### config.mk
export PLATFORM = sky130hd
export DESIGN_NAME = pb_filter_n
export DESIGN_NICKNAME = d
export VERILOG_FILES = /design/src/rtl/pb_filter_pkg.sv /design/src/rtl/pb_filter_ch.sv /design/src/rtl/pb_filter_n.sv
export SDC_FILE = /design/constraint.sdc
export NUM_CORES = 1
export LEC_CHECK = 0
export CAP_MARGIN = 20
export CORE_ASPECT_RATIO = 0.8
export CORE_MARGIN = 1.5
export CORE_UTILIZATION = 25
export CTS_BUF_LIST = sky130_fd_sc_hd__clkbuf_4
export CTS_CLUSTER_DIAMETER = 80
export DETAILED_ROUTE_END_ITERATION = 7
export GPL_ROUTABILITY_DRIVEN = 0
export SLEW_MARGIN = 20
export SYNTH_ARGS = -nofsm -noshare
export SYNTH_HDL_FRONTEND = slang
export SYNTH_SLANG_ARGS = --single-unit
### constraint.sdc
create_clock -name clkin_50 -period 3.5 [get_ports clkin_50]
set_clock_uncertainty 0.2 [all_clocks]
set_input_delay 0.7 -clock clkin_50 [delete_from_list [all_inputs] [get_ports clkin_50]]
set_output_delay 0.7 -clock clkin_50 [all_outputs]
set_load 0.02 [all_outputs]
### src/rtl/pb_filter_pkg.sv
// pb_filter_pkg: shared constants and per-channel state bundle
// for the push-button conditioning block.
package pb_filter_pkg;

  localparam int PB_STABLE_CYC_DEF = 500000;
  localparam int PB_HOLD_CYC_DEF   = 50000000;

  // Fields are wide enough for any legal parameter set; each
  // channel only ever loads the low bits it needs, so the upper
  // flops are constant zero and drop out in synthesis.
  localparam int PB_CNT_W  = 32;
  localparam int PB_HCNT_W = 32;

  typedef struct packed {
    logic                 fltrd;
    logic [PB_CNT_W-1:0]  cnt;
    logic [PB_HCNT_W-1:0] hcnt;
  } pb_ch_state_t;

endpackage

### src/rtl/pb_filter_ch.sv
// pb_filter_ch: one button channel - synchroniser, debounce
// window, press/release pulses and long-press hold flag.
module pb_filter_ch
  import pb_filter_pkg::*;
#(
  parameter int SYNC_STAGES = 2,
  parameter int STABLE_CYC  = PB_STABLE_CYC_DEF,
  parameter int HOLD_CYC    = PB_HOLD_CYC_DEF
) (
  input  logic i_clk,
  input  logic i_rst_n,
  input  logic i_pb_n,
  input  logic inhibit_press,
  output logic want_press,
  output logic o_fltrd,
  output logic o_press_p,
  output logic o_release_p,
  output logic o_hold
);

  localparam int CW = $clog2(STABLE_CYC);
  localparam int HW = (HOLD_CYC > 0) ? $clog2(HOLD_CYC + 1) : 1;
  localparam logic [PB_CNT_W-1:0] CNT_TOP =
    PB_CNT_W'(STABLE_CYC - 1);
  localparam logic [PB_HCNT_W-1:0] HCNT_TOP =
    PB_HCNT_W'(HOLD_CYC);
  localparam logic HOLD_EN = (HOLD_CYC > 0);

  logic [SYNC_STAGES-1:0] r_sync;
  pb_ch_state_t           r_st;
  pb_ch_state_t           w_nxt;
  logic                   r_press_p;
  logic                   r_release_p;
  logic                   r_hold;

  logic          w_s;
  logic          w_differ;
  logic          w_at_top;
  logic          w_toggle;
  logic          w_hold_nxt;
  logic [CW-1:0] w_cnt_inc;
  logic [HW-1:0] w_hcnt_inc;

  assign w_s       = r_sync[SYNC_STAGES-1];
  assign w_differ  = (w_s != r_st.fltrd);
  assign w_at_top  = (r_st.cnt == CNT_TOP);
  assign w_cnt_inc = r_st.cnt[CW-1:0] + CW'(1);
  assign w_hcnt_inc = r_st.hcnt[HW-1:0] + HW'(1);

  // A press candidate is reported even when inhibited so the top
  // level can resolve priority between simultaneous presses.
  assign want_press = w_differ & r_st.fltrd & w_at_top;
  assign w_toggle   = w_differ & w_at_top &
                      ~(r_st.fltrd & inhibit_press);

  // Shift the raw active-low pin through the synchroniser chain.
  always_ff @(posedge i_clk or negedge i_rst_n) begin
    if (!i_rst_n) begin
      r_sync <= '1;
    end else begin
      r_sync <= {r_sync[SYNC_STAGES-2:0], i_pb_n};
    end
  end

  // Next-state for debounce window, filtered level and hold age.
  always_comb begin
    w_nxt = r_st;
    if (!w_differ) begin
      w_nxt.cnt = '0;
    end else if (!w_at_top) begin
      w_nxt.cnt = PB_CNT_W'(w_cnt_inc);
    end else if (w_toggle) begin
      w_nxt.fltrd = ~r_st.fltrd;
      w_nxt.cnt   = '0;
    end
    if (r_st.fltrd) begin
      w_nxt.hcnt = '0;
    end else if (r_st.hcnt != HCNT_TOP) begin
      w_nxt.hcnt = PB_HCNT_W'(w_hcnt_inc);
    end
    w_hold_nxt = HOLD_EN & ~w_nxt.fltrd &
                 (r_st.hcnt == HCNT_TOP);
  end

  // Register channel state and the pulse/hold outputs.
  always_ff @(posedge i_clk or negedge i_rst_n) begin
    if (!i_rst_n) begin
      r_st.fltrd  <= 1'b1;
      r_st.cnt    <= '0;
      r_st.hcnt   <= '0;
      r_press_p   <= 1'b0;
      r_release_p <= 1'b0;
      r_hold      <= 1'b0;
    end else begin
      r_st        <= w_nxt;
      r_press_p   <= w_toggle & r_st.fltrd;
      r_release_p <= w_toggle & ~r_st.fltrd;
      r_hold      <= w_hold_nxt;
    end
  end

  assign o_fltrd     = r_st.fltrd;
  assign o_press_p   = r_press_p;
  assign o_release_p = r_release_p;
  assign o_hold      = r_hold;

endmodule

### src/rtl/pb_filter_n.sv
// pb_filter_n: N-channel push-button conditioner with optional
// cross-talk lockout (one accepted press at a time).
module pb_filter_n
  import pb_filter_pkg::*;
#(
  parameter int N_CH        = 4,
  parameter int SYNC_STAGES = 2,
  parameter int STABLE_CYC  = PB_STABLE_CYC_DEF,
  parameter int HOLD_CYC    = PB_HOLD_CYC_DEF,
  parameter int LOCKOUT     = 1
) (
  input  logic            clkin_50,
  input  logic            rst_n,
  input  logic [N_CH-1:0] pb_n,
  output logic [N_CH-1:0] pb_n_fltrd,
  output logic [N_CH-1:0] press_p,
  output logic [N_CH-1:0] release_p,
  output logic [N_CH-1:0] hold
);

  logic [N_CH-1:0] w_want;
  logic [N_CH-1:0] w_inhibit;

  // Block a press while another button is down or a lower index
  // wants to press in the same cycle.
  always_comb begin
    w_inhibit = '0;
    if (LOCKOUT != 0) begin
      for (int i = 0; i < N_CH; i++) begin
        for (int j = 0; j < N_CH; j++) begin
          if ((j != i) && !pb_n_fltrd[j]) w_inhibit[i] = 1'b1;
          if ((j < i) && w_want[j])        w_inhibit[i] = 1'b1;
        end
      end
    end
  end

  for (genvar g = 0; g < N_CH; g++) begin : g_ch
    pb_filter_ch #(
      .SYNC_STAGES (SYNC_STAGES),
      .STABLE_CYC  (STABLE_CYC),
      .HOLD_CYC    (HOLD_CYC)
    ) u_ch (
      .i_clk         (clkin_50),
      .i_rst_n       (rst_n),
      .i_pb_n        (pb_n[g]),
      .inhibit_press (w_inhibit[g]),
      .want_press    (w_want[g]),
      .o_fltrd       (pb_n_fltrd[g]),
      .o_press_p     (press_p[g]),
      .o_release_p   (release_p[g]),
      .o_hold        (hold[g])
    );
  end

endmodule

After elaboration in Yosys (flattened, before gate mapping)
Cells that the tools add are included.
{ "classes": {"addsub": 8, "n_eq_ne": 20, "n_mux": 40, "n_bitwise": 42, "n_reduce_logical": 4} }
{ "op_table": {"columns": ["op", "count"], "rows": [
  ["2-to-1 mux 32 bit", 16],
  ["2-to-1 mux 33 bit", 4],
  ["equality test 32 x 19 -> 1 bit (second input constant)", 4],
  ["equality test 32 x 26 -> 1 bit (second input constant)", 4],
  ["!= test 32 x 26 -> 1 bit (second input constant)", 4],
  ["adder 26 x 1 -> 26 bit (second input constant)", 4],
  ["adder 19 x 1 -> 19 bit (second input constant)", 4],
  ["AND 1 bit", 30],
  ["2-to-1 mux 1 bit", 20],
  ["!= test 3 bit (second input constant)", 4],
  ["NOT 1 bit", 12],
  ["nonzero test 2 bit", 4],
  ["!= test 1 bit", 4]
]} }
{ "totals": {"ff_bits": 280, "in_bits": 6, "out_inout_bits": 16, "word_cells": 142} }

Depth between registers and ports, before layout
{ "logic_depth": {"ltp_word": 16, "mapped_depth": 12, "depth_no_buf": 11} }

Cells and area by module
From an unflattened synthesis, not the netlist that was laid out.
{ "hier_totals": {"hier_cells": 1125, "hier_area_um2": 10874.2} }
{ "by_module_without_submodules": {"columns": ["mod", "n_inst", "cells_each", "area_each_um2", "seq_area_each_um2"], "rows": [
  ["pb_filter_ch (g_ch[2].u_ch ...)", 2, 281, 2706.3, 1280.0],
  ["pb_filter_ch (g_ch[0].u_ch)", 1, 282, 2748.9, 1280.0],
  ["pb_filter_ch (g_ch[1].u_ch)", 1, 276, 2675.1, 1280.0],
  ["pb_filter_n", 1, 5, 37.5, 0.0]
]} }

Worst setup path before layout
OpenSTA, ideal clock, no wires.
{ "synth_path": {"kind": "register -> register", "from": "register g_ch[1].u_ch.r_st[37] (netlist name)", "to": "register g_ch[3].u_ch.r_hold", "setup_ns": 0.123, "arrival_ns": 2.370, "t_required_ns": 3.177, "setup_slack_ns": 0.808, "stages_incl_launch_ff": 11, "path_buffers": 0, "period_less_slack_ns": 2.692, "path_cell_list": "dfrtp_1 -> or4_4 -> nor4_4 -> and3_2 -> nor2_1 -> a31o_2 -> ha_1 -> inv_1 -> o31ai_1 -> o2bb2ai_1 -> nor2_1"} }
{ "synth_rtl": {"columns": ["item", "line_no", "rtl"], "rows": [
  ["start, declared", "pb_filter_ch.sv:30", "pb_ch_state_t r_st;"],
  ["start signal, assigned", "pb_filter_ch.sv:95", "r_st <= w_nxt;"],
  ["end signal, assigned", "pb_filter_ch.sv:98", "r_hold <= w_hold_nxt;"],
  ["end, declared", "pb_filter_ch.sv:34", "logic r_hold;"]
]} }

Worst setup path in the final report
{ "layout_path": {"from": "register g_ch[1].u_ch.r_st, in the netlist g_ch[1].u_ch.o_fltrd", "to": "output port pb_n_fltrd[1]"} }
{ "layout_rtl": {"columns": ["item", "line_no", "rtl"], "rows": [
  ["end, declared", "pb_filter_n.sv:15", "output logic [N_CH-1:0] pb_n_fltrd,"]
]} }
No word-level cell between the ends.

==> flow_summary.yaml <==
worst_setup_path:
  worstPathArrival_ns: 2.28
  critical_path_class: "reg2out"
  crit_end: "pb_n_fltrd[1]"
  regToRegEndpoint: "g_ch[3].u_ch.o_hold"
  cp.required_ns: 2.60
  critPathMaxFanout: 31
  crit_chain: "buf_4 > clkdlybuf4s50_1"
  setup.worst_path.start: "g_ch[1].u_ch.o_fltrd"
  crit_slowest_cell: "clkdlybuf4s50_1"
  r2r_start: "g_ch[0].u_ch.r_st[32]"
  rrSetupSlack_ns: 0.58
  end_kind: "output port"
  startpoint_type: "flop"
  cp_slowest_stage_delay_ns: 0.69
  r2r_cells: 11
layout:
  multi_input_area_um2: 4770
  register_area_um2: 5120
  fillerInstances: 4271
  area_delta_synth_final_pct: 14.5
  drive_gt1_share_pct: 12.2
  layout.nets: 1121
  utilization_pct: 29.0
  fin_area_um2: 11800
  final_cells: 1686
clock_tree:
  cts_resized: 0
  hold_buffers: 1
  post-cts-setup-buffer-count: 0
  clk_pin_slew_worst_paths_ns: 0.07
  clk_latency_ns: 0.71
  cts_sinks: 204
  cts-root-buf: "clkbuf_4"
  clock_path_buffers: 3
  cts_buffers: 55
  htree_levels: 2
  cts_tree: "yes"
timing:
  fmax_ghz: 0.315
  worst_slack_ns: 0.322
  setup_viol: 0
  worst_pin_slew_ns: 0.820
  rsz0062_at_grt: "false"
  maxSlewHeadroom_pct: 45.3
  min_period_ns: 3.18
  hold_violations: 0
  setup_tns_ns: 0
  slew_violations: 0
  fin_crit_sh_pct: 90.8
  holdWs_ns: 0.157
grt:
  grt_usage_pct: 10.4
  grt_overflow_total: 0
  grt_pass1_vias: 7462
  grt_max_degree: 99
  grt_pass1_wl_um: 36900
  antenna_found_initial: 1
place:
  dp_hpwl_um: 14200
  dp_slack_ns: 0.535
  portBuffers: 21
  placed_area_um2: 11100
  dp_cells: 1582
logic_synthesis:
  synth_compound_area_share_pct: 6.10
  syn_area_per_cell_um2: 9.83
  synth_edf_count: 0
  synth_adder_area_share_pct: 2.31
  synthSimpleGateAreaFrac_pct: 25.3
  synth_largest_area_cell: "dfrtp_1"
  yosys_warnings: 0
  synth_area_um2: 10300
  synth_top_area_share_pct: 46.6
  synth_flop_cell: "dfrtp_1"
  synth-xor-area-share_pct: 11.6
  yosysUniqueCellTypes: 68
  syn_nets: 1073
  synth_seq_cells: 204
  synth_top_family_by_area: "simple AND/OR/NAND/NOR gates"
  async_flop_share_pct: 100
  ys_seq_area_share_pct: 49.7
  synthTopCellsByArea: "dfrtp_1 (47%), xnor2_1 (6.0%), xor2_1 (5.5%)"
  syn_inst: 1048
  synthMuxAreaShare_pct: 1.12
drt:
  wl_per_cell_um: 12.7
  drtAntennaViolNets: 0
  drt_iter0_drc: 368
  vias: 7624
  drcViolationCount: 0
  via_per_inst: 4.52
  first_pass_iters: 4
  finalWirelength_um: 21300
power_and_ir_drop:
  clkPwrFrac_pct: 45.4
  p_comb_share_pct: 2.6
  p_sw_share_pct: 24.5
  p_per_area_nw_per_um2: 393
  power.leakage_nw: 4.91
  seqPwrFrac_pct: 52.0
  switchingPower_mw: 1.14
  p_total_mw: 4.64
  internal-power_mw: 3.50
  peakVddDrop_v: 0.000167
die:
  core_um2: 40600
  fp-row-count: 66
  start_util_pct: 25.4
  die_x_um: 230
  io_pins: 22
  die_y_um: 185
  dieArea_um2: 42500
hold_path:
  hold_class: "reg2reg"
run:
  max_cap_viol_count: 0
outcome:
  status: "completed"
==> flip-flops by register name, indices dropped and copies added (netlist names) <==
signal                 cells
g_ch.u_ch.r_sync           8
g_ch.u_ch.o_release_p      4
g_ch.u_ch.o_press_p        4
g_ch.u_ch.o_fltrd          4
g_ch.u_ch.o_hold           4
g_ch.u_ch.r_st           180
==> cell type report <==
cell class | count | area share (%)
Clock buffer | 74 | 4.71
Tap cell | 544 | 5.77
Clock inverter | 28 | 1.31
Antenna cell | 1 | 0.0212
Sequential cell | 204 | 43.4
Multi-Input combinational cell | 756 | 40.5
Inverter | 41 | 1.30
Timing Repair Buffer | 38 | 3.02
==> synth_stat cells (3+ instances only) <==
cell / n
or4_1: 5
mux2i_1: 7
nand4b_1: 5
clkbuf_1: 24
nor2_1: 136
nor4b_1: 8
nor3_1: 23
and2_1: 7
nand4_1: 38
o21ai_0: 45
o211ai_1: 3
nand2_1: 64
xnor2_1: 71
a31oi_1: 3
or2_2: 4
xor2_1: 65
or3_1: 17
mux2_2: 4
dfstp_2: 12
buf_4: 16
nand3b_1: 4
and4_1: 25
inv_1: 41
dfrtp_1: 192
ha_1: 19
and3_1: 21
nor2b_1: 6
nor4_1: 28
nand3_1: 69
a21oi_1: 32
buf_2: 4
nand2b_1: 4
==> cell usage in the layout (no fill, tap or decap), types with 5 or more instances in the layout <==
cell type,count
a21oi_1,32
and2_1,7
and3_1,21
and4_1,25
buf_4,15
clkbuf_4,74
clkdlybuf4s50_1,20
clkinv_1,19
clkinv_2,5
dfrtp_1,192
dfstp_2,12
ha_1,19
inv_1,41
mux2i_1,7
nand2_1,64
nand3_1,69
nand4_1,38
nand4b_1,5
nor2_1,136
nor2b_1,6
nor3_1,23
nor4_1,28
nor4b_1,8
o21ai_0,45
or3_1,17
or4_1,5
xnor2_1,71
xor2_1,65
==> layer usage <==
| layer | global-route usage [%] | up-vias | routed length (um) |
|---|---|---|---|
| met5 | 0 | - | 0 |
| met4 | 3.29 | 0 | 373 |
| met3 | 2.06 | 38 | 740 |
| met2 | 16.1 | 99 | 9560 |
| met1 | 14.4 | 3701 | 10700 |
| li1 | - | 3786 | - |
==> power groups by stage <==
stage | Clock, mW | Sequential, mW | Combinational (mW)
after floorplan | 0 | 2.45 | 0.0513
after global placement | 0 | 2.45 | 0.124
after detailed placement | 0 | 2.45 | 0.127
after CTS | 2.20 | 2.41 | 0.128
after global routing | 2.33 | 2.41 | 0.144
final | 2.11 | 2.41 | 0.122
==> kinds of logic after synthesis <==
kind of cell,after synthesis
buf+inv,88
xor+xnor,136
fa+ha+maj,19
mux,11
compound gates,106
flops,204
simple gates,484
==> worst max-delay path: cells and delay by family, from the launching register on <==
kind / cells / cell delay, ns
flip-flops: 1 / 0.56
buffers and inverters: 2 / 1.01
==> worst min path at each step <==
stage	startpoint	to	slack, ns	depth (start not counted)
final	g_ch[0].u_ch.r_sync[0]	g_ch[0].u_ch.r_sync[1]	0.16	0
after CTS	pb_n[1]	g_ch[1].u_ch.r_sync[0]	0.13	1
after global routing	pb_n[1]	g_ch[1].u_ch.r_sync[0]	0.12	1
after global placement	g_ch[0].u_ch.r_sync[0]	g_ch[0].u_ch.r_sync[1]	0.15	0
after detailed placement	g_ch[0].u_ch.r_sync[0]	g_ch[0].u_ch.r_sync[1]	0.15	0
after floorplan	g_ch[0].u_ch.r_sync[0]	g_ch[0].u_ch.r_sync[1]	0.15	0
No activity file was read; power rests on OpenSTA's default activity.
